--- src/rtl/uart_tx_arbiter_if.sv ---
// Handshake bundle between byte producers, the UART arbiter and the UART.
// The slave side is the arbiter; the master side is the producers plus UART.
interface uart_tx_arbiter_if #(
  parameter int N_REQ = 4
);
  localparam int IW = $clog2(N_REQ);

  logic [N_REQ-1:0]   req;
  logic [N_REQ*8-1:0] req_data;
  logic [N_REQ-1:0]   ack;
  logic [7:0]         tx_data;
  logic               transmit;
  logic               busy;
  logic [IW-1:0]      grant_id;

  modport master (
    output req, req_data,
    input  ack, tx_data, transmit, busy, grant_id
  );

  modport slave (
    input  req, req_data,
    output ack, tx_data, transmit, busy, grant_id
  );
endinterface

--- src/rtl/uart_tx_arbiter.sv ---
// Shares one UART transmitter between N_REQ byte producers.
// Define UART_ARB_FIXED_PRIO_EN for fixed (lowest index) priority.
module uart_tx_arbiter #(
  parameter int N_REQ          = 4,
  parameter int CLKS_PER_BIT   = 434,
  parameter int BITS_PER_FRAME = 11,
  parameter int GUARD_BITS     = 1
) (
  input logic              clk,
  input logic              rst,
  uart_tx_arbiter_if.slave bus
);
  localparam int IW = $clog2(N_REQ);
  localparam int CW = $clog2(CLKS_PER_BIT);
  localparam int NB = BITS_PER_FRAME + GUARD_BITS;
  localparam int BW = $clog2(NB);
  localparam logic [CW-1:0] CYC_LAST = CW'(CLKS_PER_BIT - 1);
  localparam logic [BW-1:0] BIT_LAST = BW'(NB - 1);

  typedef logic [7:0] data_t;
  typedef enum logic [1:0] {IDLE, SEND, HOLD} state_t;

  state_t           state_q, state_d;
  logic [CW-1:0]    cyc_q, cyc_d;
  logic [BW-1:0]    bit_q, bit_d;
  logic [N_REQ-1:0] ack_q, ack_d;
  data_t            tx_data_q, tx_data_d;
  logic [IW-1:0]    grant_q, grant_d;
  logic [IW-1:0]    win;

`ifdef UART_ARB_FIXED_PRIO_EN
  always_comb begin
    win = '0;
    for (int i = N_REQ - 1; i >= 0; i--)
      if (bus.req[IW'(i)]) win = IW'(i);
  end
`else
  logic [IW-1:0] last_q, last_d;
  int            idx;
  logic          found;

  // Scan starts one past the last winner and wraps.
  always_comb begin
    win   = '0;
    found = 1'b0;
    idx   = 0;
    for (int i = 1; i <= N_REQ; i++) begin
      idx = int'(last_q) + i;
      if (idx >= N_REQ) idx = idx - N_REQ;
      if (!found && bus.req[IW'(idx)]) begin
        win   = IW'(idx);
        found = 1'b1;
      end
    end
  end
`endif

  always_comb begin
    state_d   = state_q;
    cyc_d     = cyc_q;
    bit_d     = bit_q;
    ack_d     = '0;
    tx_data_d = tx_data_q;
    grant_d   = grant_q;
`ifndef UART_ARB_FIXED_PRIO_EN
    last_d    = last_q;
`endif
    unique case (state_q)
      IDLE: begin
        if (|bus.req) begin
          ack_d[win] = 1'b1;
          tx_data_d  = bus.req_data[{win, 3'b000} +: 8];
          grant_d    = win;
`ifndef UART_ARB_FIXED_PRIO_EN
          last_d     = win;
`endif
          cyc_d      = '0;
          bit_d      = '0;
          state_d    = SEND;
        end
      end
      SEND, HOLD: begin
        cyc_d = cyc_q + CW'(1);
        if (cyc_q == CYC_LAST) begin
          cyc_d = '0;
          bit_d = bit_q + BW'(1);
          if (state_q == SEND) state_d = HOLD;
          if (bit_q == BIT_LAST) begin
            bit_d   = '0;
            state_d = IDLE;
          end
        end
      end
      default: state_d = IDLE;
    endcase
  end

  always_ff @(posedge clk) begin
    if (!rst) begin
      state_q   <= IDLE;
      cyc_q     <= '0;
      bit_q     <= '0;
      ack_q     <= '0;
      tx_data_q <= '0;
      grant_q   <= '0;
    end else begin
      state_q   <= state_d;
      cyc_q     <= cyc_d;
      bit_q     <= bit_d;
      ack_q     <= ack_d;
      tx_data_q <= tx_data_d;
      grant_q   <= grant_d;
    end
  end

`ifndef UART_ARB_FIXED_PRIO_EN
  always_ff @(posedge clk) begin
    if (!rst) last_q <= IW'(N_REQ - 1);
    else      last_q <= last_d;
  end
`endif

  assign bus.ack      = ack_q;
  assign bus.tx_data  = tx_data_q;
  assign bus.transmit = (state_q == SEND);
  assign bus.busy     = (state_q != IDLE);
  assign bus.grant_id = grant_q;
endmodule
--- src/flat_wrapper.sv ---
// flat-port wrapper written by rule: the top's interface ports become plain ports
module uart_tx_arbiter_flat 
#(
  parameter int N_REQ          = 4,
  parameter int CLKS_PER_BIT   = 434,
  parameter int BITS_PER_FRAME = 11,
  parameter int GUARD_BITS     = 1
)
  (clk, rst, bus_req, bus_req_data, bus_ack, bus_tx_data, bus_transmit, bus_busy, bus_grant_id);
  uart_tx_arbiter_if #(.N_REQ(N_REQ)) bus_i ();
  input logic clk;
  input logic rst;
  input wire logic [$bits(bus_i.req)-1:0] bus_req;
  input wire logic [$bits(bus_i.req_data)-1:0] bus_req_data;
  output wire logic [$bits(bus_i.ack)-1:0] bus_ack;
  output wire logic [$bits(bus_i.tx_data)-1:0] bus_tx_data;
  output wire logic [$bits(bus_i.transmit)-1:0] bus_transmit;
  output wire logic [$bits(bus_i.busy)-1:0] bus_busy;
  output wire logic [$bits(bus_i.grant_id)-1:0] bus_grant_id;
  assign bus_i.req = bus_req;
  assign bus_i.req_data = bus_req_data;
  assign bus_ack = bus_i.ack;
  assign bus_tx_data = bus_i.tx_data;
  assign bus_transmit = bus_i.transmit;
  assign bus_busy = bus_i.busy;
  assign bus_grant_id = bus_i.grant_id;
  uart_tx_arbiter #(.N_REQ(N_REQ), .CLKS_PER_BIT(CLKS_PER_BIT), .BITS_PER_FRAME(BITS_PER_FRAME), .GUARD_BITS(GUARD_BITS)) u_core (.clk(clk), .rst(rst), .bus(bus_i));
endmodule
--- config.mk ---
export PLATFORM = sky130hd
export DESIGN_NAME = uart_tx_arbiter_flat
export DESIGN_NICKNAME = d
export VERILOG_FILES = /design/src/rtl/uart_tx_arbiter_if.sv /design/src/rtl/uart_tx_arbiter.sv /design/src/flat_wrapper.sv
export SDC_FILE = /design/constraint.sdc
export NUM_CORES = 1
export LEC_CHECK = 0
export ABC_CLOCK_PERIOD_IN_PS = 1700
export BUFFER_PORTS_ARGS = -buffer_cell sky130_fd_sc_hd__buf_2
export CAP_MARGIN = 20
export CORE_UTILIZATION = 46
export DETAILED_ROUTE_END_ITERATION = 6
export PLACE_DENSITY = 0.86
export SLEW_MARGIN = 25
export SYNTH_ARGS = -nofsm -noshare
export SYNTH_HDL_FRONTEND = slang
export SYNTH_SLANG_ARGS = --single-unit
--- constraint.sdc ---
create_clock -name clk -period 1.7 [get_ports clk]
set_input_delay 0.51 -clock clk [delete_from_list [all_inputs] [get_ports clk]]
set_output_delay 0.51 -clock clk [all_outputs]
set_load 0.01 [all_outputs]
==> tab_implementation.tex <==
\begin{tabular}{lr}
\hline
Metric & Value \\
\hline
\multicolumn{2}{l}{\textbf{Route}} \\
\quad DRC violation total after the first TritonRoute iteration & 180 \\
\quad Routed WL & 4490 µm \\
\quad Mean routed wirelength per cell & 13.4 µm \\
\quad Number of remaining DRC errors & 0 \\
\quad Via/cell ratio & 5.40 \\
\quad Total number of vias & 1803 \\
\quad Antenna-violating nets left & 0 \\
\quad Number of detailed-route iterations in the first pass & 4 \\
\multicolumn{2}{l}{\textbf{Placement}} \\
\quad Worst slack after detailed placement & -0.176 ns \\
\quad Total half-perimeter wirelength after legalization and detailed placement & 3270 µm \\
\quad Number of port buffers & 53 \\
\quad Placed Area & 0.00227 mm² \\
\quad Global placement routability congestion & 0.814 \\
\multicolumn{2}{l}{\textbf{Logic synthesis}} \\
\quad Share of the yosys chip area belonging to registers & 0.359 \\
\quad Asr flop ratio synth & 0 \\
\quad Count of cell types in the netlist & 41 \\
\quad Top-area cell type share of the netlist area & 0.359 \\
\quad Number of synthesis warnings & 0 \\
\quad Synthesized cell area & 0.00173 mm² \\
\quad Synth area leader & dfxtp\_1 \\
\quad Count of flip-flops with a built-in enable after synthesis & 0 \\
\quad FF+latch count, synth & 31 \\
\quad Syn\_area\_per\_cell & 8.55 µm² \\
\quad Synthesized instance count & 202 \\
\quad Net Count, Synth & 248 \\
\quad Cell types with the highest counts after synthesis & dfxtp\_1, a211oi\_1, nand2\_1 \\
\quad Cell with the most instances after synthesis & dfxtp\_1 \\
\quad Largest cells by area after synthesis & dfxtp\_1, a211oi\_1, mux2i\_1 \\
\quad Leading register cell type out of synthesis & dfxtp\_1 \\
\multicolumn{2}{l}{\textbf{Worst setup path}} \\
\quad Worst setup slack for register-to-register paths & -0.1 ns \\
\quad Highest fanout seen on the critical path & 5 \\
\quad Critical Path End Type & flop \\
\quad WP data required & 1.92 ns \\
\quad CP arrival & 2.02 ns \\
\quad Crit start category & flop \\
\quad Start-to-end type of the worst setup path & flop to flop \\
\multicolumn{2}{l}{\textbf{CTS}} \\
\quad Clock insertion delay at the later pin of the skew report & 0.28 ns \\
\quad Hold buffer count at cts & 0 \\
\quad Cts bufs inserted & 5 \\
\quad Number of H-tree levels & 2 \\
\quad Number of clock sinks & 31 \\
\quad CTS Root Cell & clkbuf\_8 \\
\quad Number of buffers on the longest clock path & 2 \\
\quad Clock-pin transition on the worst setup and hold timing paths & 0.06 ns \\
\quad CTS tree & yes \\
\multicolumn{2}{l}{\textbf{STA}} \\
\quad Fmax & 556 MHz \\
\quad Slew at the pin with the worst max-slew slack & 0.446 ns \\
\quad Final sum of negative setup slack & -0.318 ns \\
\quad Final period util & 1.06 \\
\quad Count of final max-slew check failures & 0 \\
\quad Minimum period implied by the final worst setup slack & 1.80 ns \\
\quad Worst setup skew after layout & 0.00480 ns \\
\quad Relative slew margins & 0.702 \\
\quad Setup repair after global routing missed its margin & true \\
\quad Number of failing hold endpoints at the final stage & 0 \\
\quad Final worst setup slack & -0.0997 ns \\
\quad Number of failing setup endpoints in the final timing report & 8 \\
\multicolumn{2}{l}{\textbf{Global route}} \\
\quad Global-route usage over all layers & 0.224 \\
\quad Antenna violations before repair & 0 \\
\quad Vias in the first global route & 1679 \\
\quad Global-route wire length before repair & 7110 µm \\
\quad Maximum number of pins on one net before global-route repair & 20 \\
\quad Gr ovfl total & 0 \\
\multicolumn{2}{l}{\textbf{Floorplan}} \\
\quad Die area & 0.00400 mm² \\
\quad IO Count & 54 \\
\quad Effective utilization at floorplan & 0.498 \\
\quad Core Area & 0.00347 mm² \\
\quad DIE WIDTH & 63.3 µm \\
\quad \# rows & 21 \\
\quad Die extent in y & 63.3 µm \\
\multicolumn{2}{l}{\textbf{Power}} \\
\quad Largest voltage drop on the vdd net & 757 µV \\
\quad Sum of internal, switching and leakage power & 0.00399 W \\
\quad Power density of the placed cells & 1630 mW/mm² \\
\quad Static Leakage & 1.10 nW \\
\multicolumn{2}{l}{\textbf{Layout}} \\
\quad Fraction of layout cells with a size suffix above 1 & 0.410 \\
\quad Final-stage net count & 334 \\
\quad Summed area of non-filler cells in the final layout & 0.00244 mm² \\
\quad Antenna diodes & 0 \\
\quad Growth of design area from synthesis to finish & 41.6\% \\
\multicolumn{2}{l}{\textbf{Hold path}} \\
\quad Hold crit path type & flop to flop \\
\multicolumn{2}{l}{\textbf{Status}} \\
\quad Run status & complete, but fails checks \\
\quad Violated checks & negative setup slack \\
\multicolumn{2}{l}{\textbf{Run}} \\
\quad Max Cap Viol & 0 \\
\hline
\end{tabular}
[kinds of logic after synthesis]
group | after synthesis | synth area share
AND/OR/NAND/NOR | 65 | 0.193
AO/OA/AOI/OAI | 60 | 0.252
flip-flops | 31 | 0.359
buffers and inverters | 23 | 0.0536
multiplexers | 11 | 0.0638
adder cells (fa/ha/maj) | 8 | 0.0580
XOR/XNOR | 4 | 0.0203
[sequential cells by signal, indices dropped and copies added, names as in the netlist]
register / cells
u_core.last_q: 2
u_core.bus.ack: 4
u_core.bus.tx_data: 8
u_core.state_q: 2
u_core.bit_q: 4
u_core.bus.grant_id: 2
u_core.cyc_q: 9
[path summary, 6_finish.rpt]
path | start | to | cells past startpoint
max reg2reg | u_core.cyc_q[1] | u_core.bit_q[1] | 8
min reg2reg | u_core.bus.grant_id[1] | u_core.bus.grant_id[1] | 2
max | u_core.cyc_q[1] | u_core.bit_q[1] | 8
min | u_core.bus.grant_id[1] | u_core.bus.grant_id[1] | 2
[what timing repair did]
item | 4_1_cts | 5_1_grt
endpoints found under the setup margin | 13 | 19
buffers inserted | 1 | 2
pin swaps | 2 | 2
endpoints found under the hold margin | 0 | 0
gates cloned | 1 | 0
gates resized for setup | 5 | 14
[per-layer routing]
layer	GRT usage	wire [µm]	vias up
met3	0.0688	176	6
met2	0.401	2290	43
met5	0	0	-
met4	0.0710	53	0
met1	0.251	1960	848
li1	-	-	906
[cell type report]
| class | instances | area (µm²) |
|---|---|---|
| repair buffers | 85 | 518 |
| clock inverters | 1 | 5.00 |
| fillers | 266 | 1020 |
| multi-input cells | 149 | 1100 |
| clock buffers | 6 | 82.6 |
| flip-flops and latches | 31 | 624 |
| inverters | 16 | 60.1 |
| well taps | 46 | 57.6 |
[cell usage in the layout (no fill, tap or decap), drive strengths merged, types with 2 or more instances in the layout]
| cell | synthesis | layout |
|---|---|---|
| o32ai | 2 | 2 |
| clkbuf | 3 | 6 |
| a31oi | 3 | 3 |
| or3 | 4 | 4 |
| nand3b | 2 | 2 |
| mux2i | 11 | 11 |
| a211o | 1 | 2 |
| a21oi | 8 | 8 |
| nand4 | 3 | 3 |
| dfxtp | 31 | 31 |
| nand3 | 7 | 7 |
| clkinv | 1 | 2 |
| a211oi | 24 | 24 |
| inv | 15 | 15 |
| buf | 4 | 85 |
| nor2b | 4 | 4 |
| ha | 8 | 8 |
| nor2 | 15 | 15 |
| nand2 | 19 | 19 |
| xor2 | 4 | 4 |
| o21ai | 16 | 16 |
| nand2b | 3 | 3 |
[worst max-delay path, stage by stage, from the launching register on]
cell and delay, ns:
dfxtp_2 0.32, inv_2 0.05, ha_4 0.11, nand4b_1 0.10, o41a_1 0.37, a211o_4 0.31, buf_4 0.14, or2_4 0.22
a21oi_2 0.11
[stage by stage]
step / hold slack (ns) / utilization / std cells
final: 0.495 / 0.705 / 334
after detailed placement: 0.473 / 0.653 / 323
after CTS: 0.486 / 0.688 / 332
after global routing: 0.525 / 0.705 / 334
after floorplan: 0.454 / - / 202
after global placement: 0.446 / 0.653 / 323
[power by group]
| group | switching (W) | leakage [nW] | internal, W |
|---|---|---|---|
| sequential | 0.000134 | 0.255 | 0.000940 |
| combinational | 0.00119 | 0.796 | 0.00114 |
| clock | 0.000264 | 0.0470 | 0.000317 |
| total | 0.00159 | 1.10 | 0.00240 |
(Power assumes the default switching activity.)
